==> src/rtl/tribuf_pkg.sv <==
// Shared definitions for the triple-buffer write controller and read mux:
// phase encodings, per-bank modes, and the phase-to-mode mapping.
package tribuf_pkg;

  typedef enum logic [1:0] {
    PHASE_0       = 2'd0,
    PHASE_1       = 2'd1,
    PHASE_2       = 2'd2,
    PHASE_INVALID = 2'd3
  } phase_t;

  typedef enum logic [1:0] {
    MODE_INPUT_STREAM = 2'd0,
    MODE_RUN_FFT      = 2'd1,
    MODE_DMA          = 2'd2,
    MODE_DISABLE      = 2'd3
  } bank_mode_t;

  localparam int NUM_BANKS = 3;

  // Each phase hands the three roles (input fill, FFT working set, DMA readout)
  // to a different bank; an invalid phase disables every bank.
  function automatic bank_mode_t phase_to_mode(input phase_t phase, input logic [1:0] bankIdx);
    bank_mode_t mode;
    mode = MODE_DISABLE;
    case (phase)
      PHASE_0: begin
        case (bankIdx)
          2'd0:    mode = MODE_INPUT_STREAM;
          2'd1:    mode = MODE_RUN_FFT;
          2'd2:    mode = MODE_DMA;
          default: mode = MODE_DISABLE;
        endcase
      end
      PHASE_1: begin
        case (bankIdx)
          2'd0:    mode = MODE_RUN_FFT;
          2'd1:    mode = MODE_DMA;
          2'd2:    mode = MODE_INPUT_STREAM;
          default: mode = MODE_DISABLE;
        endcase
      end
      PHASE_2: begin
        case (bankIdx)
          2'd0:    mode = MODE_DMA;
          2'd1:    mode = MODE_INPUT_STREAM;
          2'd2:    mode = MODE_RUN_FFT;
          default: mode = MODE_DISABLE;
        endcase
      end
      default: mode = MODE_DISABLE;
    endcase
    return mode;
  endfunction

  // Phase rotation order 0 -> 1 -> 2 -> 0; an invalid phase recovers to 0.
  function automatic phase_t next_phase(input phase_t phase);
    phase_t nxt;
    case (phase)
      PHASE_0: nxt = PHASE_1;
      PHASE_1: nxt = PHASE_2;
      default: nxt = PHASE_0;
    endcase
    return nxt;
  endfunction

endpackage

==> src/rtl/tribuf_write_ctrl_if.sv <==
// Bundle of the stream, FFT, DMA and bank-write signals around the
// triple-buffer write controller. The controller uses the slave view;
// the surrounding environment uses the master view.
interface tribuf_write_ctrl_if #(
  parameter int FFT_N  = 10,
  parameter int FFT_DW = 16
) ();

  localparam int AW = FFT_N - 1;
  localparam int DW = 2 * FFT_DW;

  logic          enable;
  logic          din_valid;
  logic [DW-1:0] din;
  logic          din_ready;

  logic          fft_start;
  logic          fft_done;
  logic          wact_fft;
  logic [AW-1:0] wa_fft;
  logic [DW-1:0] wdw_fft;

  logic          dma_start;
  logic          dma_done;

  logic [1:0]    tribuf_status;

  logic          wact_ram_bank0;
  logic          wact_ram_bank1;
  logic          wact_ram_bank2;
  logic [AW-1:0] wa_ram_bank0;
  logic [AW-1:0] wa_ram_bank1;
  logic [AW-1:0] wa_ram_bank2;
  logic [DW-1:0] wdw_ram_bank0;
  logic [DW-1:0] wdw_ram_bank1;
  logic [DW-1:0] wdw_ram_bank2;

  modport master (
    output enable, din_valid, din, fft_done, wact_fft, wa_fft, wdw_fft, dma_done,
    input  din_ready, fft_start, dma_start, tribuf_status,
    input  wact_ram_bank0, wact_ram_bank1, wact_ram_bank2,
    input  wa_ram_bank0, wa_ram_bank1, wa_ram_bank2,
    input  wdw_ram_bank0, wdw_ram_bank1, wdw_ram_bank2
  );

  modport slave (
    input  enable, din_valid, din, fft_done, wact_fft, wa_fft, wdw_fft, dma_done,
    output din_ready, fft_start, dma_start, tribuf_status,
    output wact_ram_bank0, wact_ram_bank1, wact_ram_bank2,
    output wa_ram_bank0, wa_ram_bank1, wa_ram_bank2,
    output wdw_ram_bank0, wdw_ram_bank1, wdw_ram_bank2
  );

endinterface

==> src/rtl/tribuf_write_ctrl_wbmux.sv <==
// Per-bank write port: picks the stream or the FFT write-back as the source
// according to the bank's current mode and registers the result.
module writeBusMux
  import tribuf_pkg::*;
#(
  parameter int AW = 9,
  parameter int DW = 32
) (
  input  logic          clk,
  input  logic          rst_n,
  input  bank_mode_t    i_mode,
  input  logic          i_inWact,
  input  logic [AW-1:0] i_inAddr,
  input  logic [DW-1:0] i_inData,
  input  logic          i_fftWact,
  input  logic [AW-1:0] i_fftAddr,
  input  logic [DW-1:0] i_fftData,
  output logic          o_wact,
  output logic [AW-1:0] o_addr,
  output logic [DW-1:0] o_data
);

  logic          r_wact;
  logic [AW-1:0] r_addr;
  logic [DW-1:0] r_data;

  // Register the selected source; address/data only move on a real write so an idle bank keeps its last values.
  always_ff @(posedge clk or negedge rst_n) begin
    if (!rst_n) begin
      r_wact <= 1'b0;
      r_addr <= '0;
      r_data <= '0;
    end else begin
      case (i_mode)
        MODE_INPUT_STREAM: begin
          r_wact <= i_inWact;
          if (i_inWact) begin
            r_addr <= i_inAddr;
            r_data <= i_inData;
          end
        end
        MODE_RUN_FFT: begin
          r_wact <= i_fftWact;
          if (i_fftWact) begin
            r_addr <= i_fftAddr;
            r_data <= i_fftData;
          end
        end
        default: r_wact <= 1'b0;
      endcase
    end
  end

  assign o_wact = r_wact;
  assign o_addr = r_addr;
  assign o_data = r_data;

endmodule

==> src/rtl/tribuf_write_ctrl.sv <==
// Triple-buffer write controller: fills the input bank from the sample
// stream, routes FFT write-backs, rotates the bank phase when a frame is
// full and both engines are idle, and kicks off the FFT and DMA engines.
module tribuf_write_ctrl
  import tribuf_pkg::*;
#(
  parameter int FFT_N  = 10,
  parameter int FFT_DW = 16
) (
  input logic                clk,
  input logic                rst_n,
  tribuf_write_ctrl_if.slave bus
);

  localparam int AW = FFT_N - 1;
  localparam int DW = 2 * FFT_DW;
  localparam logic [AW-1:0] FILL_LAST = '1;

  phase_t        r_status;
  logic [AW-1:0] r_fillCnt;
  logic          r_fillFull;
  logic          r_fftBusy;
  logic          r_fftHasResult;
  logic          r_dmaBusy;
  logic          r_fftStart;
  logic          r_dmaStart;

  logic          w_dinReady;
  logic          w_accept;
  logic          w_rotate;

  logic [NUM_BANKS-1:0] w_bankWact;
  logic [AW-1:0]        w_bankAddr [NUM_BANKS];
  logic [DW-1:0]        w_bankData [NUM_BANKS];

  assign w_dinReady = bus.enable && !r_fillFull;
  assign w_accept   = bus.din_valid && w_dinReady;

  // A done pulse in the same cycle holds off rotation until its busy flag has actually cleared.
  assign w_rotate = bus.enable && r_fillFull && !r_fftBusy && !r_dmaBusy
                    && !bus.fft_done && !bus.dma_done;

  // Frame fill counter: one slot per accepted sample, wrapping and flagging full on the last slot.
  always_ff @(posedge clk or negedge rst_n) begin
    if (!rst_n) begin
      r_fillCnt  <= '0;
      r_fillFull <= 1'b0;
    end else if (w_rotate) begin
      r_fillFull <= 1'b0;
    end else if (w_accept) begin
      if (r_fillCnt == FILL_LAST) begin
        r_fillCnt  <= '0;
        r_fillFull <= 1'b1;
      end else begin
        r_fillCnt <= r_fillCnt + AW'(1);
      end
    end
  end

  // Phase rotation and engine tracking; start pulses are registered and last one cycle.
  always_ff @(posedge clk or negedge rst_n) begin
    if (!rst_n) begin
      r_status       <= PHASE_0;
      r_fftBusy      <= 1'b0;
      r_fftHasResult <= 1'b0;
      r_dmaBusy      <= 1'b0;
      r_fftStart     <= 1'b0;
      r_dmaStart     <= 1'b0;
    end else begin
      r_fftStart <= 1'b0;
      r_dmaStart <= 1'b0;
      if (w_rotate) begin
        r_status       <= next_phase(r_status);
        r_fftStart     <= 1'b1;
        r_fftBusy      <= 1'b1;
        r_fftHasResult <= 1'b0;
        if (r_fftHasResult) begin
          r_dmaStart <= 1'b1;
          r_dmaBusy  <= 1'b1;
        end
      end else begin
        if (bus.fft_done && r_fftBusy) begin
          r_fftBusy      <= 1'b0;
          r_fftHasResult <= 1'b1;
        end
        if (bus.dma_done && r_dmaBusy) begin
          r_dmaBusy <= 1'b0;
        end
      end
    end
  end

  for (genvar g = 0; g < NUM_BANKS; g++) begin : gBank
    bank_mode_t w_mode;
    assign w_mode = phase_to_mode(r_status, 2'(g));

    writeBusMux #(
      .AW(AW),
      .DW(DW)
    ) uWriteBusMux (
      .clk       (clk),
      .rst_n     (rst_n),
      .i_mode    (w_mode),
      .i_inWact  (w_accept),
      .i_inAddr  (r_fillCnt),
      .i_inData  (bus.din),
      .i_fftWact (bus.wact_fft),
      .i_fftAddr (bus.wa_fft),
      .i_fftData (bus.wdw_fft),
      .o_wact    (w_bankWact[g]),
      .o_addr    (w_bankAddr[g]),
      .o_data    (w_bankData[g])
    );
  end

  assign bus.din_ready     = w_dinReady;
  assign bus.fft_start     = r_fftStart;
  assign bus.dma_start     = r_dmaStart;
  assign bus.tribuf_status = r_status;

  assign bus.wact_ram_bank0 = w_bankWact[0];
  assign bus.wact_ram_bank1 = w_bankWact[1];
  assign bus.wact_ram_bank2 = w_bankWact[2];
  assign bus.wa_ram_bank0   = w_bankAddr[0];
  assign bus.wa_ram_bank1   = w_bankAddr[1];
  assign bus.wa_ram_bank2   = w_bankAddr[2];
  assign bus.wdw_ram_bank0  = w_bankData[0];
  assign bus.wdw_ram_bank1  = w_bankData[1];
  assign bus.wdw_ram_bank2  = w_bankData[2];

endmodule

==> src/flat_wrapper.sv <==
// flat-port wrapper written by rule: the top's interface ports become plain ports
module tribuf_write_ctrl_flat import tribuf_pkg::*;
#(
  parameter int FFT_N  = 10,
  parameter int FFT_DW = 16
)
  (clk, rst_n, bus_enable, bus_din_valid, bus_din, bus_fft_done, bus_wact_fft, bus_wa_fft, bus_wdw_fft, bus_dma_done, bus_din_ready, bus_fft_start, bus_dma_start, bus_tribuf_status, bus_wact_ram_bank0, bus_wact_ram_bank1, bus_wact_ram_bank2, bus_wa_ram_bank0, bus_wa_ram_bank1, bus_wa_ram_bank2, bus_wdw_ram_bank0, bus_wdw_ram_bank1, bus_wdw_ram_bank2);
  tribuf_write_ctrl_if #(.FFT_N(FFT_N), .FFT_DW(FFT_DW)) bus_i ();
  input logic clk;
  input logic rst_n;
  input wire logic [$bits(bus_i.enable)-1:0] bus_enable;
  input wire logic [$bits(bus_i.din_valid)-1:0] bus_din_valid;
  input wire logic [$bits(bus_i.din)-1:0] bus_din;
  input wire logic [$bits(bus_i.fft_done)-1:0] bus_fft_done;
  input wire logic [$bits(bus_i.wact_fft)-1:0] bus_wact_fft;
  input wire logic [$bits(bus_i.wa_fft)-1:0] bus_wa_fft;
  input wire logic [$bits(bus_i.wdw_fft)-1:0] bus_wdw_fft;
  input wire logic [$bits(bus_i.dma_done)-1:0] bus_dma_done;
  output wire logic [$bits(bus_i.din_ready)-1:0] bus_din_ready;
  output wire logic [$bits(bus_i.fft_start)-1:0] bus_fft_start;
  output wire logic [$bits(bus_i.dma_start)-1:0] bus_dma_start;
  output wire logic [$bits(bus_i.tribuf_status)-1:0] bus_tribuf_status;
  output wire logic [$bits(bus_i.wact_ram_bank0)-1:0] bus_wact_ram_bank0;
  output wire logic [$bits(bus_i.wact_ram_bank1)-1:0] bus_wact_ram_bank1;
  output wire logic [$bits(bus_i.wact_ram_bank2)-1:0] bus_wact_ram_bank2;
  output wire logic [$bits(bus_i.wa_ram_bank0)-1:0] bus_wa_ram_bank0;
  output wire logic [$bits(bus_i.wa_ram_bank1)-1:0] bus_wa_ram_bank1;
  output wire logic [$bits(bus_i.wa_ram_bank2)-1:0] bus_wa_ram_bank2;
  output wire logic [$bits(bus_i.wdw_ram_bank0)-1:0] bus_wdw_ram_bank0;
  output wire logic [$bits(bus_i.wdw_ram_bank1)-1:0] bus_wdw_ram_bank1;
  output wire logic [$bits(bus_i.wdw_ram_bank2)-1:0] bus_wdw_ram_bank2;
  assign bus_i.enable = bus_enable;
  assign bus_i.din_valid = bus_din_valid;
  assign bus_i.din = bus_din;
  assign bus_i.fft_done = bus_fft_done;
  assign bus_i.wact_fft = bus_wact_fft;
  assign bus_i.wa_fft = bus_wa_fft;
  assign bus_i.wdw_fft = bus_wdw_fft;
  assign bus_i.dma_done = bus_dma_done;
  assign bus_din_ready = bus_i.din_ready;
  assign bus_fft_start = bus_i.fft_start;
  assign bus_dma_start = bus_i.dma_start;
  assign bus_tribuf_status = bus_i.tribuf_status;
  assign bus_wact_ram_bank0 = bus_i.wact_ram_bank0;
  assign bus_wact_ram_bank1 = bus_i.wact_ram_bank1;
  assign bus_wact_ram_bank2 = bus_i.wact_ram_bank2;
  assign bus_wa_ram_bank0 = bus_i.wa_ram_bank0;
  assign bus_wa_ram_bank1 = bus_i.wa_ram_bank1;
  assign bus_wa_ram_bank2 = bus_i.wa_ram_bank2;
  assign bus_wdw_ram_bank0 = bus_i.wdw_ram_bank0;
  assign bus_wdw_ram_bank1 = bus_i.wdw_ram_bank1;
  assign bus_wdw_ram_bank2 = bus_i.wdw_ram_bank2;
  tribuf_write_ctrl #(.FFT_N(FFT_N), .FFT_DW(FFT_DW)) u_core (.clk(clk), .rst_n(rst_n), .bus(bus_i));
endmodule
==> config.mk <==
export PLATFORM = sky130hd
export DESIGN_NAME = tribuf_write_ctrl_flat
export DESIGN_NICKNAME = d
export VERILOG_FILES = /design/src/rtl/tribuf_pkg.sv /design/src/rtl/tribuf_write_ctrl_if.sv /design/src/rtl/tribuf_write_ctrl_wbmux.sv /design/src/rtl/tribuf_write_ctrl.sv /design/src/flat_wrapper.sv
export SDC_FILE = /design/constraint.sdc
export NUM_CORES = 1
export LEC_CHECK = 0
export BUFFER_PORTS_ARGS = -buffer_cell sky130_fd_sc_hd__buf_2
export CORE_MARGIN = 10
export CORE_UTILIZATION = 45
export DETAILED_ROUTE_END_ITERATION = 6
export HOLD_SLACK_MARGIN = 0.1
export PLACE_DENSITY = 0.73
export REMOVE_ABC_BUFFERS = 1
export SLEW_MARGIN = 20
export SYNTH_ARGS = -nofsm -noshare
export SYNTH_HDL_FRONTEND = slang
export SYNTH_SLANG_ARGS = --single-unit
==> constraint.sdc <==
create_clock -name clk -period 1.8 [get_ports clk]
set_input_delay 0.36 -clock clk [delete_from_list [all_inputs] [get_ports clk]]
set_output_delay 0.36 -clock clk [all_outputs]
set_load 0.05 [all_outputs]
==> results by group, run 1 <==
Worst setup path
  • Largest fanout on the critical path: 13
  • Count of cell instances traversed by the critical path: 7
  • Data required time at the worst endpoint: 2100 ps
  • Critical Path Sink: u_core.gBank[0].uWriteBusMux.o_data[11]$_DFFE_PN0P_
  • Reg-to-reg startpoint: u_core.bus.tribuf_status[0]$_DFFE_PN0P_
  • Critical Path Sink Type: flop
  • Family of cells with the greatest summed delay on the critical path: multiplexers
  • CP Cell Sequence: buf_12 -> ha_4 -> mux2i_2 -> a21oi_4 -> buf_12 -> buf_12 -> mux2_4
  • Minimum setup slack among reg-to-reg paths: -90 ps
  • WS Path Type: reg2reg
  • Startpoint Class: flop
  • Biggest cell delay along the critical path: 440 ps
  • Cell count of the worst reg-to-reg path: 7
  • Most common cell on crit path: buf_12
  • Endpoint of the lowest-slack register-to-register path: u_core.gBank[0].uWriteBusMux.o_data[11]$_DFFE_PN0P_
  • WP buf/inv: 3
  • Crit path launch: u_core.bus.tribuf_status[0]$_DFFE_PN0P_
  • Standard cell with the maximum stage delay on the critical path: dfrtp_2
  • Arrival @ worst endpoint: 2190 ps

Floorplanning
  • Area enclosed by the die boundary: 22,200 µm²
  • Top-level port count: 211
  • Number of rows in the core area: 47
  • Die height: 149 µm
  • Horizontal extent of the die: 149 µm
  • Total core area: 16,500 µm²
  • Initial cell density of the core: 45.6%

Job
  • Max-cap violations: 0

STA
  • Max-slew violations: 0
  • Final WS setup: -85.1 ps
  • Post-layout min period: 1890 ps
  • Final period utilization: 105%
  • Setup-violating endpoint count in the final report: 108
  • Endpoints failing hold: 0
  • Setup Skew: 8.23 ps
  • Max transition margin: 72.2%
  • Maximum achievable frequency: 0.530 GHz
  • RSZ-0062 raised after global routing: yes
  • Transition time at the pin with the least slew margin: 417 ps

Global route
  • Busiest layer in global routing: met2
  • Largest net degree at the start of global routing: 40
  • GR Util met1: 21.3%
  • Vias in the first global route: 5,879
  • Grt met3 use: 7.22%
  • Initial antenna violation count: 0
  • All-Layer GR Usage: 18.9%
  • Met2 Track Usage GR: 32.7%
  • First-pass GRT wire length: 32,900 µm
  • Grt ovf: 0

Clock network
  • Clock root buffer master: clkbuf_16
  • CTS tree: done
  • Number of buffers on the longest clock path: 2
  • Clk_lat worst skew: 420 ps
  • Clk slew on worst S/H paths: 60 ps
  • Cts bufs inserted: 17
  • Clock sink count: 143
  • Number of levels the H-tree was split into: 4

Routing
  • Final Routed Wirelength: 22,000 µm
  • Total number of vias: 5,121
  • Drc violations: 0
  • Routed vias/inst: 5.23
  • Detailed-routing iteration count for the pre-antenna-repair pass: 5
  • Post-DR wirelength/cell: 22.5 µm
  • Final antenna-violating net count: 0
  • Number of violations reported at the end of detailed-routing iteration 0: 135

Logic synthesis
  • Cell count after synthesis: 495
  • Mean area per synthesized cell: 15.2 µm²
  • Top flip-flop cell by instance count after synthesis: dfrtp_1
  • Biggest area contributors in the synthesized netlist: dfrtp_1, mux2_2, mux2_4
  • Post-synth EDFFs: 0
  • Flip-flop and latch count after synthesis: 143
  • Async set-reset flop share out of synthesis: 100%
  • Library cell with the largest summed area after synthesis: dfrtp_1
  • Cell variety after synth: 36
  • Fraction of post-synthesis cell area in the top cell type by area: 47.7%
  • Mapped cell area: 7510 µm²
  • Portion of the post-synthesis area used by sequential elements: 47.7%
  • Number of warning messages in the yosys log: 0

Min path
  • Type of the most critical hold path: in2reg

Finish
  • Post-layout nets: 836
  • Cell area after layout: 10,300 µm²
  • Diodes inserted: 0
  • Area grow syn2layout: 37.5%
  • Top library cells by usage in the layout, fill and taps aside: buf_2, dfrtp_1, mux2_2, mux2_4
  • Layout fillers: 1,272
  • Most frequent standard cell in the layout excluding fill and tap cells: buf_2
  • Fraction of layout cells with a size suffix above 1: 73.9%

Outcome
  • Result of the run: finished, violations left
  • Failing checks: setup timing

Placed design
  • Routability-driven placement congestion ratio: 0.824
  • Half-perimeter wire length after placement: 14,600 µm
  • Cell area reported after detailed placement: 9050 µm²
  • Port Buffer Count: 210
cell type report:
cell class / count / area [µm²] / area share (%)
tap: 220 / 275 / 2.67
timing repair buffer: 266 / 1940 / 18.8
clock inverter: 11 / 189 / 1.83
multi-input combinational: 315 / 3860 / 37.5
sequential: 143 / 3580 / 34.7
inverter: 5 / 23.8 / 0.230
clock buffer: 20 / 447 / 4.33
worst register-to-register path, cell delays in order, from the launching register on:
cell	delay [ps]
dfrtp_2	440
buf_12	150
ha_4	170
mux2i_2	160
a21oi_4	210
buf_12	160
buf_12	160
mux2_4	320
synth_stat cells, types with 2 or more instances:
| library cell | number |
|---|---|
| clkbuf_1 | 13 |
| nand2_1 | 10 |
| buf_2 | 3 |
| or4_1 | 2 |
| dfrtp_1 | 143 |
| a21boi_1 | 3 |
| o21ai_0 | 6 |
| nor4_1 | 2 |
| inv_1 | 5 |
| a22o_1 | 3 |
| nor2_1 | 3 |
| o31ai_1 | 3 |
| mux2_4 | 100 |
| nor2b_1 | 3 |
| buf_6 | 12 |
| mux2i_1 | 3 |
| mux2_2 | 148 |
| a21oi_4 | 3 |
| buf_4 | 4 |
| ha_1 | 8 |
| nand3_1 | 3 |
worst min-delay path by stage:
stage | to | start | cells past startpoint
after floorplan | u_core.bus.dma_start$_DFF_PN0_ | rst_n | 0
after global placement | u_core.gBank[2].uWriteBusMux.o_addr[5]$_DFFE_PN0P_ | rst_n | 1
after detailed placement | u_core.gBank[1].uWriteBusMux.o_addr[5]$_DFFE_PN0P_ | rst_n | 1
after CTS | u_core.r_fftHasResult$_DFFE_PN0P_ | bus_fft_done | 3
after global routing | u_core.r_fftBusy$_DFFE_PN0P_ | bus_fft_done | 3
final | u_core.r_fftHasResult$_DFFE_PN0P_ | bus_fft_done | 3
sequential cells by signal, indices dropped and copies added (netlist names):
| name | count |
|---|---|
| u_core.r_dmaBusy | 1 |
| u_core.r_fillCnt | 9 |
| u_core.r_fftHasResult | 1 |
| u_core.gBank.uWriteBusMux.o_addr | 27 |
| u_core.r_fillFull | 1 |
| u_core.bus.dma_start | 1 |
| u_core.r_fftBusy | 1 |
| u_core.bus.tribuf_status | 2 |
| u_core.gBank.uWriteBusMux.o_wact | 3 |
| u_core.bus.fft_start | 1 |
| u_core.gBank.uWriteBusMux.o_data | 96 |
metal layers:
layer,vias up,wire (µm),share of wire [%]
li1,2311,-,-
met1,2635,8780,40
met2,159,11300,52
met3,16,1620,7.4
met4,0,265,1.2
met5,-,0,0
metrics by stage:
| step | worst slack (ps) | hold WS (ps) | instances | util, % | setup TNS [ps] |
|---|---|---|---|---|---|
| floorplan | -2070 | 64.4 | 463 | - | -240510 |
| global placement | -78.1 | 304 | 928 | 55.0 | -1220 |
| detailed placement | -87.9 | 309 | 928 | 55.0 | -4980 |
| CTS | -39.5 | 209 | 970 | 60.8 | -992 |
| finish | -85.1 | 227 | 980 | 62.7 | -3980 |
| global route | -126 | 230 | 980 | 62.7 | -9420 |
timing repair:
action                                  in CTS  in global routing
setup buffers                                5                  4
gates resized for setup                     22                 31
endpoints found under the setup margin     123                130
pin swaps                                    1                  4
cloned                                       5                  7
hold endpoints to repair                    35                  0
hold buffers                                 1                  0
logic make-up (layout without fill, tap and decap cells):
kind of cell | count (synthesis) | in the layout | synth area share, %
muxes | 251 | 251 | 42.6
DFF | 143 | 143 | 47.7
adders and majority gates | 8 | 8 | 1.33
and+or+nand+nor | 33 | 33 | 2.60
buffers and inverters | 37 | 302 | 3.30
AOI/OAI and AO/OA | 23 | 23 | 2.48
Power of run 1 is left out: the tool's default activity adds up to more than one toggle a clock period on the data nets, which glitch-free logic cannot reach.
==> inputs of run 2 (changes only) <==
Settings changed: CELL_PAD_IN_SITES_DETAIL_PLACEMENT from default to 1, CELL_PAD_IN_SITES_GLOBAL_PLACEMENT from default to 2, CORE_UTILIZATION 45 to 32, PLACE_DENSITY 0.73 to 0.76.
==> run 2 against run 1 <==
Compared with the run above: the run still ends with setup timing left; clock skew is 1.5 ps higher; first-iteration DRC count up 39%; wire length grew 22%; highest routed layer unchanged; global-route usage down 2.5 points; final area is 4.0% higher; cell count rose by 12%; maximum frequency fell by 2.5%; sequential share of layout area decreased by 1.3 points; count of clock-buffer cells in the layout unchanged; register-to-register slack worse by 50 ps; non-clock buffer count increased by 21; worst setup slack worse by 48 ps; largest cell class unchanged.
==> results by group, run 2 (same netlist as run 1, synthesis figures left out) <==
Outcome
  • Result of the run: finished, violations left
  • Failing checks: setup timing

Floorplanning
  • Area enclosed by the die boundary: 30,000 µm²
  • Die height: 173 µm
  • Initial cell density of the core: 32.9%
  • Total core area: 22,800 µm²
  • Number of rows in the core area: 55
  • Horizontal extent of the die: 173 µm
  • Top-level port count: 211

STA
  • Setup-violating endpoint count in the final report: 110
  • Post-layout min period: 1930 ps
  • Transition time at the pin with the least slew margin: 453 ps
  • Max transition margin: 69.8%
  • Final period utilization: 107%
  • Setup Skew: 9.72 ps
  • Max-slew violations: 0
  • Final WS setup: -133 ps
  • Endpoints failing hold: 0
  • RSZ-0062 raised after global routing: yes
  • Maximum achievable frequency: 0.517 GHz

Placed design
  • Port Buffer Count: 210
  • Routability-driven placement congestion ratio: 0.786
  • Placed Cells incl. Taps: 1,020
  • Half-perimeter wire length after placement: 16,300 µm

Routing
  • Final antenna-violating net count: 0
  • Number of violations reported at the end of detailed-routing iteration 0: 188
  • Post-DR wirelength/cell: 24.5 µm
  • Routed vias/inst: 4.82
  • Drc violations: 0
  • Final Routed Wirelength: 26,900 µm
  • Detailed-routing iteration count for the pre-antenna-repair pass: 4
  • Total number of vias: 5,280

Finish
  • Area grow syn2layout: 43.1%
  • Most frequent standard cell in the layout excluding fill and tap cells: buf_2
  • Fraction of layout cells with a size suffix above 1: 75.1%
  • Max FFs per register: 96
  • Register area: 3580 µm²
  • Number of standard cells in the layout, taps in and fillers out: 1,095
  • Top library cells by usage in the layout, fill and taps aside: buf_2, mux2_4, dfrtp_1, mux2_2, buf_4
  • Area used by multi-input combinational logic: 3970 µm²
  • Layout fillers: 2,374
  • Diodes inserted: 0
  • Post-layout nets: 857

Worst setup path
  • CP Cell Sequence: inv_2 -> buf_12 -> ha_4 -> mux2i_4 -> a21oi_4 -> buf_6 -> clkbuf_16 -> mux2_4
  • WP buf/inv: 4
  • Cell count of the worst reg-to-reg path: 8
  • Arrival @ worst endpoint: 2230 ps
  • Biggest cell delay along the critical path: 380 ps
  • WS Path Type: reg2reg
  • Startpoint Class: flop
  • Count of cell instances traversed by the critical path: 8
  • Standard cell with the maximum stage delay on the critical path: dfrtp_1
  • Largest fanout on the critical path: 6
  • Reg-to-reg startpoint: u_core.bus.tribuf_status[0]$_DFFE_PN0P_
  • Critical Path Sink Type: flop
  • Crit path launch: u_core.bus.tribuf_status[0]$_DFFE_PN0P_
  • Family of cells with the greatest summed delay on the critical path: buffers and inverters
  • Data required time at the worst endpoint: 2100 ps

Clock network
  • Clock root buffer master: clkbuf_16
  • Clk slew on worst S/H paths: 60 ps
  • Cts bufs inserted: 17
  • Clock sink count: 143
  • Clk_lat worst skew: 420 ps
  • Number of levels the H-tree was split into: 4
  • Number of buffers on the longest clock path: 2
  • CTS tree: done

Job
  • Max-cap violations: 0

Min path
  • Type of the most critical hold path: in2reg
  • Min-delay src: bus_fft_done
  • Count of cells along the worst hold path: 3

Global route
  • Largest net degree at the start of global routing: 43
  • Grt ovf: 0
  • Vias in the first global route: 6,179
  • Initial antenna violation count: 0
  • First-pass GRT wire length: 38,400 µm
  • All-Layer GR Usage: 16.4%
## run 2: changes by cell type in the layout (fill, tap and decap cells not counted), sizes merged
| cell | delta |
|---|---|
| buf | +20 |
| bufbuf | -2 |
| bufinv | -4 |
| clkbuf | +3 |
| clkinv | +2 |
| clkinvlp | +1 |
| inv | +2 |
## run 2: repair_timing
item / CTS / global route
buffers inserted: 17 / 9
gates resized for setup: 45 / 59
hold endpoints to repair: 36 / 0
setup endpoints to repair: 125 / 130
pin swaps: 4 / 3
hold buffers: 1 / 0
gates cloned: 7 / 13
## run 2: final cells by class
cell class / count / share of cell area [%]
Clock buffer: 20 / 4.25
Multi-Input combinational cell: 315 / 36.9
Clock inverter: 12 / 1.04
Tap cell: 313 / 3.65
Timing Repair Buffer: 287 / 20.6
Inverter: 5 / 0.221
Sequential cell: 143 / 33.3
## run 2: worst reg2reg max path: cells and delay by family, from the launching register on
| kind | cells | cell delay [ps] |
|---|---|---|
| buffers and inverters | 4 | 590 |
| muxes | 2 | 490 |
| DFF | 1 | 380 |
| AOI/OAI and AO/OA | 1 | 190 |
| adders and majority gates | 1 | 170 |
## run 2: layer usage
layer | up-vias | routed length (µm) | share of wire (%) | track usage, %
li1 | 2352 | - | - | -
met1 | 2746 | 11300 | 42 | 19.0
met5 | - | 0 | 0 | 0
met2 | 157 | 13800 | 51 | 29.2
met4 | 0 | 393 | 1.5 | 3.41
met3 | 25 | 1430 | 5.3 | 4.84
## run 2: metrics by stage
| stage | TNS, ps | hold WS (ps) | cell area (µm²) | setup slack [ps] | util (%) |
|---|---|---|---|---|---|
| final | -7940 | 235 | 10700 | -133 | 47.0 |
| after global routing | -12870 | 252 | 10700 | -169 | 47.0 |
| after CTS | -3700 | 220 | 10300 | -77.3 | 44.9 |
| after detailed placement | -10020 | 330 | 9130 | -142 | 39.9 |
| after global placement | -1480 | 323 | 9130 | -38.6 | 39.9 |
| after floorplan | -240510 | 64.4 | 7280 | -2070 | - |
## run 2: path summary, 6_finish.rpt
check | slack [ps] | end
worst max-delay path | -130 | u_core.gBank[1].uWriteBusMux.o_data[12]$_DFFE_PN0P_
worst min-delay path | 240 | u_core.r_fftHasResult$_DFFE_PN0P_
worst max register to register | -130 | u_core.gBank[1].uWriteBusMux.o_data[12]$_DFFE_PN0P_
worst min register to register | 510 | u_core.gBank[1].uWriteBusMux.o_data[30]$_DFFE_PN0P_
max in group asynchronous | 770 | u_core.gBank[1].uWriteBusMux.o_data[14]$_DFFE_PN0P_
min in group asynchronous | 440 | u_core.gBank[0].uWriteBusMux.o_data[25]$_DFFE_PN0P_
Power of run 2 is left out for the same reason.
